--- src/rtl/iob_gpio_edge_pkg.sv ---
// Shared register map, CTRL bit positions and reset values for the GPIO edge peripheral.
package iob_gpio_edge_pkg;

    typedef enum logic [2:0] {
        REG_IN0   = 3'd0,
        REG_IN1   = 3'd1,
        REG_OUT   = 3'd2,
        REG_MASK0 = 3'd3,
        REG_MASK1 = 3'd4,
        REG_STAT0 = 3'd5,
        REG_STAT1 = 3'd6,
        REG_CTRL  = 3'd7
    } reg_addr_e;

    localparam int CTRL_IRQ_EN = 0;
    localparam int CTRL_POL    = 1;
    localparam int CTRL_W      = 2;

    localparam logic [CTRL_W-1:0] CTRL_RST_VAL = '0;

endpackage

--- src/rtl/iob_gpio_edge_det.sv ---
// Per-bus input synchronizer with a one-cycle history flop and polarity-selected edge vector.
module iob_gpio_edge_det #(
    parameter int W           = 32,
    parameter int SYNC_STAGES = 2
) (
    input  logic         clk,
    input  logic         rst,
    input  logic [W-1:0] data_in,
    input  logic         pol,
    output logic [W-1:0] sync_out,
    output logic [W-1:0] edge_vec
);

    logic [W-1:0] sync_q [SYNC_STAGES];
    logic [W-1:0] prev_q;

    always_ff @(posedge clk) begin
        if (rst) begin
            for (int s = 0; s < SYNC_STAGES; s++) begin
                sync_q[s] <= '0;
            end
            prev_q <= '0;
        end else begin
            sync_q[0] <= data_in;
            for (int s = 1; s < SYNC_STAGES; s++) begin
                sync_q[s] <= sync_q[s-1];
            end
            prev_q <= sync_q[SYNC_STAGES-1];
        end
    end

    assign sync_out = sync_q[SYNC_STAGES-1];

    // pol=0 selects rising edges, pol=1 falling edges
    assign edge_vec = pol ? (~sync_out & prev_q) : (sync_out & ~prev_q);

endmodule

--- src/rtl/iob_gpio_edge.sv ---
// Native-bus GPIO peripheral: register file, single-cycle response handshake,
// sticky W1C edge status and a registered level interrupt.
module iob_gpio_edge
    import iob_gpio_edge_pkg::*;
#(
    parameter int DATA_W      = 32,
    parameter int ADDR_W      = 3,
    parameter int GPIO_W      = 32,
    parameter int SYNC_STAGES = 2
) (
    input  logic                clk,
    input  logic                rst,
    input  logic                valid,
    input  logic [ADDR_W-1:0]   address,
    input  logic [DATA_W-1:0]   wdata,
    input  logic [DATA_W/8-1:0] wstrb,
    output logic [DATA_W-1:0]   rdata,
    output logic                ready,
    input  logic [GPIO_W-1:0]   gpio_input,
    input  logic [GPIO_W-1:0]   gpio_input2,
    output logic [GPIO_W-1:0]   gpio_output,
    output logic                irq
);

    localparam int STRB_W = DATA_W / 8;

    logic [GPIO_W-1:0] in0, in1, edge0, edge1;
    logic [GPIO_W-1:0] out_q, mask0_q, mask1_q, stat0_q, stat1_q;
    logic [CTRL_W-1:0] ctrl_q;

    logic              accept, wr_en;
    reg_addr_e         reg_sel;
    logic [DATA_W-1:0] lane_mask, rd_mux;
    logic [GPIO_W-1:0] wmask, wdat, clr0, clr1;

    iob_gpio_edge_det #(.W(GPIO_W), .SYNC_STAGES(SYNC_STAGES)) u_det0 (
        .clk      (clk),
        .rst      (rst),
        .data_in  (gpio_input),
        .pol      (ctrl_q[CTRL_POL]),
        .sync_out (in0),
        .edge_vec (edge0)
    );

    iob_gpio_edge_det #(.W(GPIO_W), .SYNC_STAGES(SYNC_STAGES)) u_det1 (
        .clk      (clk),
        .rst      (rst),
        .data_in  (gpio_input2),
        .pol      (ctrl_q[CTRL_POL]),
        .sync_out (in1),
        .edge_vec (edge1)
    );

    // A valid seen while the response is on the bus belongs to the finished request
    assign accept  = valid & ~ready;
    assign wr_en   = accept & (|wstrb);
    assign reg_sel = reg_addr_e'(address);

    always_comb begin
        lane_mask = '0;
        for (int b = 0; b < STRB_W; b++) begin
            lane_mask[b*8 +: 8] = {8{wstrb[b]}};
        end
    end

    assign wmask = lane_mask[GPIO_W-1:0];
    assign wdat  = wdata[GPIO_W-1:0];

    function automatic logic [GPIO_W-1:0] merge_lanes(
        input logic [GPIO_W-1:0] old_val,
        input logic [GPIO_W-1:0] new_val,
        input logic [GPIO_W-1:0] lanes
    );
        return (old_val & ~lanes) | (new_val & lanes);
    endfunction

    always_comb begin
        rd_mux = '0;
        case (reg_sel)
            REG_IN0:   rd_mux[GPIO_W-1:0] = in0;
            REG_IN1:   rd_mux[GPIO_W-1:0] = in1;
            REG_OUT:   rd_mux[GPIO_W-1:0] = out_q;
            REG_MASK0: rd_mux[GPIO_W-1:0] = mask0_q;
            REG_MASK1: rd_mux[GPIO_W-1:0] = mask1_q;
            REG_STAT0: rd_mux[GPIO_W-1:0] = stat0_q;
            REG_STAT1: rd_mux[GPIO_W-1:0] = stat1_q;
            REG_CTRL:  rd_mux[CTRL_W-1:0] = ctrl_q;
            default:   rd_mux = '0;
        endcase
    end

    assign clr0 = (wr_en && reg_sel == REG_STAT0) ? (wdat & wmask) : '0;
    assign clr1 = (wr_en && reg_sel == REG_STAT1) ? (wdat & wmask) : '0;

    always_ff @(posedge clk) begin
        if (rst) begin
            ready   <= 1'b0;
            rdata   <= '0;
            out_q   <= '0;
            mask0_q <= '0;
            mask1_q <= '0;
            stat0_q <= '0;
            stat1_q <= '0;
            ctrl_q  <= CTRL_RST_VAL;
            irq     <= 1'b0;
        end else begin
            ready <= accept;
            if (accept) begin
                rdata <= rd_mux;
            end
            if (wr_en && reg_sel == REG_OUT) begin
                out_q <= merge_lanes(out_q, wdat, wmask);
            end
            if (wr_en && reg_sel == REG_MASK0) begin
                mask0_q <= merge_lanes(mask0_q, wdat, wmask);
            end
            if (wr_en && reg_sel == REG_MASK1) begin
                mask1_q <= merge_lanes(mask1_q, wdat, wmask);
            end
            if (wr_en && reg_sel == REG_CTRL && wstrb[0]) begin
                ctrl_q <= wdata[CTRL_W-1:0];
            end
            // Set is ORed after the clear so a coincident edge is never lost
            stat0_q <= (stat0_q & ~clr0) | (edge0 & mask0_q);
            stat1_q <= (stat1_q & ~clr1) | (edge1 & mask1_q);
            irq     <= ctrl_q[CTRL_IRQ_EN] & (|(stat0_q | stat1_q));
        end
    end

    assign gpio_output = out_q;

endmodule
--- config.mk ---
export PLATFORM = sky130hd
export DESIGN_NAME = iob_gpio_edge
export DESIGN_NICKNAME = d
export VERILOG_FILES = /design/src/rtl/iob_gpio_edge_pkg.sv /design/src/rtl/iob_gpio_edge_det.sv /design/src/rtl/iob_gpio_edge.sv
export SDC_FILE = /design/constraint.sdc
export NUM_CORES = 1
export LEC_CHECK = 0
export ABC_AREA = 1
export BUFFER_PORTS_ARGS = -buffer_cell sky130_fd_sc_hd__buf_2
export CAP_MARGIN = 25
export CORE_MARGIN = 3
export CORE_UTILIZATION = 59
export DETAILED_ROUTE_END_ITERATION = 16
export GPL_TIMING_DRIVEN = 1
export MAX_ROUTING_LAYER = met4
export PLACE_DENSITY = 0.8
export SLEW_MARGIN = 5
export SYNTH_ARGS = -nofsm -noshare
export SYNTH_HDL_FRONTEND = slang
export SYNTH_SLANG_ARGS = --single-unit
--- constraint.sdc ---
create_clock -name clk -period 1.5 [get_ports clk]
set_input_delay 0 -clock clk [delete_from_list [all_inputs] [get_ports clk]]
set_output_delay 0 -clock clk [all_outputs]
set_load 0.02 [all_outputs]
Yosys cells after proc, flatten, opt, wreduce, memory -nomap -nowiden
Memories as Yosys holds them, arrays and structs flattened.
Cells that the tools add are included.
{"block": "word_totals", "regBits": 260, "mem_bits_rw": 128, "input_bits": 106, "output_inout_bits": 66, "word_cells": 76, "n_memories": 2}
{"block": "classes", "n_eq_ne": 7, "mux": 13, "bitwise_logic": 33, "n_reduce_logical": 10}
{"name": "u_det0.sync_q", "depth": 2, "word_bits": 32, "rd": 2, "rd_clocked_by_memory_dff": 0, "write_ports": 2, "line": "iob_gpio_edge_det.sv:14", "text": "logic [W-1:0] sync_q [SYNC_STAGES];"}
{"name": "u_det1.sync_q", "depth": 2, "word_bits": 32, "rd": 2, "rd_clocked_by_memory_dff": 0, "write_ports": 2, "line": "iob_gpio_edge_det.sv:14"}
{"operator": "$and 32x32->32", "n": 12}
{"operator": "$mux 32", "n": 8}
{"operator": "$not 32->32", "n": 7}
{"operator": "$pmux 30 s7", "n": 1}
{"operator": "$or 32x32->32", "n": 6}
{"operator": "$reduce_or 32->1", "n": 1}
{"operator": "$pmux 2 s8", "n": 1}
{"operator": "$eq 3x3->1 const B", "n": 4}
{"operator": "$logic_and 1x1->1", "n": 7}
{"operator": "$eq 3x2->1 const B", "n": 2}
{"operator": "$or 1x1->1", "n": 4}
{"operator": "$reduce_or 4->1", "n": 1}
{"operator": "$and 1x1->1", "n": 3}
{"operator": "$eq 3x1->1 const B", "n": 1}
{"operator": "$logic_not 3->1", "n": 1}
{"operator": "$mux 1", "n": 3}
{"operator": "$not 1->1", "n": 1}

Logic depth before layout (Yosys ltp)
{"block": "depth", "depth_word": 8, "ltp_mapped": 10}

Cells and area by module
A second synthesis with hierarchy kept.
{"block": "hier_totals", "hier_cells": 2393, "hier_area_um2": 16993.8}
{"mod": "iob_gpio_edge", "instances": 1, "cells_each": 1459, "area_each_um2": 9819.4, "seq_area_each_um2": 3923.8}
{"mod": "iob_gpio_edge_det", "instances": 2, "cells_each": 467, "area_each_um2": 3587.2, "seq_area_each_um2": 1921.8}

Least setup slack after synthesis
Ideal clock, no wire load.
{"block": "synth_timing", "kind": "register -> register", "from": "register ready", "to": "register stat1_q[24]", "arrival_time_ps": 1309, "required_ps": 1368, "setup_slack_ps": 59, "stages_incl_launch_ff": 7, "path_buffers": 2, "synth_period_minus_slack_ps": 1441, "path_cell_list": "dfxtp_1 -> nor2_2 -> buf_2 -> nand3_1 -> buf_2 -> o21ai_0 -> a21oi_1"}
{"block": "synth_via", "elab_chain_len": 8}
{"item": "start: declaration", "line": "iob_gpio_edge.sv:18", "text": "output logic ready,"}
{"item": "start signal: assignment", "line": "iob_gpio_edge.sv:107", "text": "ready <= accept;"}
{"item": "$not 1->1", "line": "iob_gpio_edge.sv:55", "text": "assign accept = valid & ~ready;"}
{"item": "$and 1x1->1", "line": "iob_gpio_edge.sv:55"}
{"item": "$and 1x1->1", "line": "iob_gpio_edge.sv:56", "text": "assign wr_en = accept & (|wstrb);"}
{"item": "$logic_and 1x1->1", "line": "iob_gpio_edge.sv:93", "text": "assign clr1 = (wr_en && reg_sel == REG_STAT1) ? (wdat & wmask) : '0;"}
{"item": "$mux 32", "line": "iob_gpio_edge.sv:93"}
{"item": "$not 32->32", "line": "iob_gpio_edge.sv:125", "text": "stat1_q <= (stat1_q & ~clr1) | (edge1 & mask1_q);"}
{"item": "$and 32x32->32", "line": "iob_gpio_edge.sv:125"}
{"item": "$or 32x32->32", "line": "iob_gpio_edge.sv:125"}
{"item": "end signal: assignment", "line": "iob_gpio_edge.sv:125"}
{"item": "end: declaration", "line": "iob_gpio_edge.sv:28", "text": "logic [GPIO_W-1:0] out_q, mask0_q, mask1_q, stat0_q, stat1_q;"}
No other way between the ends.
A chain may end at the register's enable or synchronous reset.

==> load_flow_metrics.sql <==
INSERT INTO impl_metrics (metric_group, metric, value, unit) VALUES
('critical_path', 'crit_path_cell_trace', 'nor2_4 > nand2_4 > nor2_4 > buf_12 > buf_4 > nand3_1 > a21oi_2', ''),
('routing', 'antenna_left', '0', ''),
('grt', 'gr_met1_demand_resource', '41.8', '%'),
('routing', 'routed_wire_length_per_instance', '17.5', 'um'),
('grt', 'grt_max_degree', '58', ''),
('grt', 'global_route.usage.met3', '5.20', '%'),
('critical_path', 'largest_stage_delay_worst_path', '340', 'ps'),
('timing', 'period_share', '97.9', '%'),
('clock_tree', 'clk_latency', '530', 'ps'),
('clock_tree', 'clk_pin_slew', '60', 'ps'),
('routing', 'detailedRoute.firstIterationViolations', '2004', ''),
('clock_tree', 'tritoncts', 'done', ''),
('synth', 'post_synthesis_register_bit_count', '388', ''),
('synth', 'yosys.area.top_type', 'dfxtp_1', ''),
('critical_path', 'worst_path_max_delay_cell', 'dfxtp_1', ''),
('finish', 'final_core_util', '75.6', '%'),
('power_and_ir_drop', 'static-leakage-power', '8.66', 'nW'),
('timing', 'hold_violations', '0', ''),
('timing', 'period_needed', '1470', 'ps'),
('grt', 'grt_busiest_layer', 'met2', ''),
('clock_tree', 'cts.sink_count', '388', ''),
('finish', 'mostFrequentLayoutCell', 'nand2_1', ''),
('timing', 'finClkSkew', '13.0', 'ps'),
('floorplan', 'dieWidth', '171', 'um'),
('synth', 'post_synth.cell_area_avg', '7.17', 'um2'),
('place', 'post-dp-hpwl', '30100', 'um'),
('routing', 'remaining_drc_errors', '0', ''),
('clock_tree', 'clk_path_buf_depth', '3', ''),
('routing', 'wirelength', '49800', 'um'),
('floorplan', 'io_pins', '172', ''),
('routing', 'vias_per_cell', '5.78', ''),
('place', 'gpl.final_weighted_congestion', '0.919', ''),
('floorplan', 'floorplan.die_area', '29200', 'um2'),
('synth', 'synth_cell_type_count', '27', ''),
('routing', 'drt_first_pass_iters', '9', ''),
('critical_path', 'critical_path.startpoint_type', 'flip-flop', ''),
('run', 'cap_violations', '0', ''),
('floorplan', 'core.rowCount', '59', ''),
('timing', 'max_slew.worst_pin.slew', '463', 'ps'),
('finish', 'drive_gt1_share', '13.9', '%'),
('timing', 'final-max-slew-violation-count', '0', ''),
('place', 'port-buffer-count', '171', ''),
('synth', 'synthesis.yosys.warnings', '0', ''),
('critical_path', 'number_of_cell_instances_on_the_worst_register_to_register_path', '7', ''),
('timing', 'final.hold.worst_slack', '25.3', 'ps'),
('clock_tree', 'cts_inserted_buffers', '40', ''),
('synth', 'post_synth_instance_area', '16000', 'um2'),
('synth', 'yosys.area.top_type_share', '48.5', '%'),
('synth', 'synth_fp_nets', '2341', ''),
('critical_path', 'end_kind', 'flip-flop', ''),
('critical_path', 'crit_arrival', '1930', 'ps'),
('timing', 'timing.final.setup_violations', '0', ''),
('hold_path', 'holdCritPathClass', 'in -> reg', ''),
('grt', 'groute.layer.met2.usage', '55.6', '%'),
('critical_path', 'critical_path.most_common_cell', 'nor2_4', ''),
('grt', 'grt_first_pass_wirelength', '78500', 'um'),
('timing', 'slew_headroom', '69.2', '%'),
('finish', 'final_cell_mix', 'nand2_1 (441), dfxtp_1 (387), nor2_1 (356), inv_1 (213)', ''),
('finish', 'area_delta_synth_final', '24.4', '%'),
('synth', 'synth_seq_area_share', '48.5', '%'),
('clock_tree', 'cts_root_buffer', 'clkbuf_16', ''),
('routing', 'detailroute.via_count', '16482', ''),
('grt', 'gr-usage-all-layers', '34.1', '%'),
('floorplan', 'die_h', '171', 'um'),
('synth', 'post_synth_main_area_contributors', 'dfxtp_1 (48%), nand2_1 (10%), nor2_1 (8.4%), nand4_1 (5.9%), a21oi_1 (5.3%)', ''),
('finish', 'num-nets-final', '2591', ''),
('floorplan', 'core', '26400', 'um2'),
('hold_path', 'hold_depth', '4', ''),
('grt', 'vias_in_the_first_global_route', '15664', ''),
('clock_tree', 'cts_max_level', '2', ''),
('critical_path', 'worst-endpoint-required', '1960', 'ps'),
('synth', 'postSynthCellCount', '2235', ''),
('grt', 'grt.overflow.total', '0', ''),
('grt', 'antenna_found_initial', '1', ''),
('floorplan', 'floorplan.initialDensity', '60.8', '%'),
('timing', 'max_clock_freq', '0.681', 'GHz'),
('critical_path', 'critical_path.max_fanout', '8', ''),
('power_and_ir_drop', 'ir_worst_vdd', '1.03', 'mV'),
('run_status', 'status', 'finished clean', ''),
('power_and_ir_drop', 'pwr_per_cell_area', '1140', 'nW/um2'),
('critical_path', 'criticalPathCategory', 'reg -> reg', '');
-- kinds of logic after synthesis --
group	synth area share [%]
AOI/OAI and AO/OA	11.1
DFF	48.5
and+or+nand+nor	31.1
buffers and inverters	9.31
-- area by class of cell --
type                            count  area (um2)
Antenna cell                        1        2.50
Clock buffer                       60        1230
Clock inverter                     13         123
Fill cell                        1908        6420
Inverter                          218         821
Multi-Input combinational cell   1481        6810
Sequential cell                   388        7770
Tap cell                          335         419
Timing Repair Buffer              356        2760
-- cell usage after synthesis (all sizes together) --
master    n
nor3      1
o21ai   147
clkbuf   82
a211oi   24
buf      66
inv     218
nand2   448
dfxtp   388
a21oi   169
nand3   172
nand4   151
nor2    367
nand3b    2
-- what timing repair did --
item | CTS | global route
cloned | 0 | 0
hold buffers | 109 | 0
setup endpoints to repair | 24 | 69
pin swaps | 1 | 1
hold endpoints to repair | 253 | 0
setup buffers | 3 | 1
resized for setup | 0 | 18
-- final timing paths --
path	end	slack (ps)	from
min reg2reg	u_det0.sync_q[0][33]	390	u_det0.sync_q[0][1]
min	ctrl_q[0]	30	valid
max	flip-flop	30	ready
max reg2reg	flip-flop	30	ready
-- power by group --
group	internal, W	total [W]	switching, W
Sequential	0.0106	0.0107	0.000130
Clock	0.00601	0.0101	0.00409
Combinational	0.000665	0.00188	0.00121
-- layer usage --
metal | up-vias | share of wire, %
li1 | 7774 | -
met1 | 7517 | 39
met2 | 1021 | 48
met3 | 170 | 10
met4 | 0 | 4.0
met5 | - | 0
-- worst max-delay path: cells and delay by family, from the launching register on --
family,cells,cell delay (ps)
AND/OR/NAND/NOR,4,580
AO/OA/AOI/OAI,1,180
flip-flops,1,340
buffers and inverters,2,300
-- per-stage QoR --
stage	instances	TNS [ps]	setup slack, ps	area (um2)	power, W
6_report	2852	0	32.0	19900	0.0227
5_1_grt	2852	-97.0	-33.4	19900	0.0233
4_1_cts	2850	0	9.74	19900	0.0226
3_5_place_dp	2665	-1930	-111	17400	0.0125
3_3_place_gp	2665	-226	-28.4	17400	0.0124
2_1_floorplan	2235	0	59.2	16000	0.0118
Power figures use the tool's default switching activity.
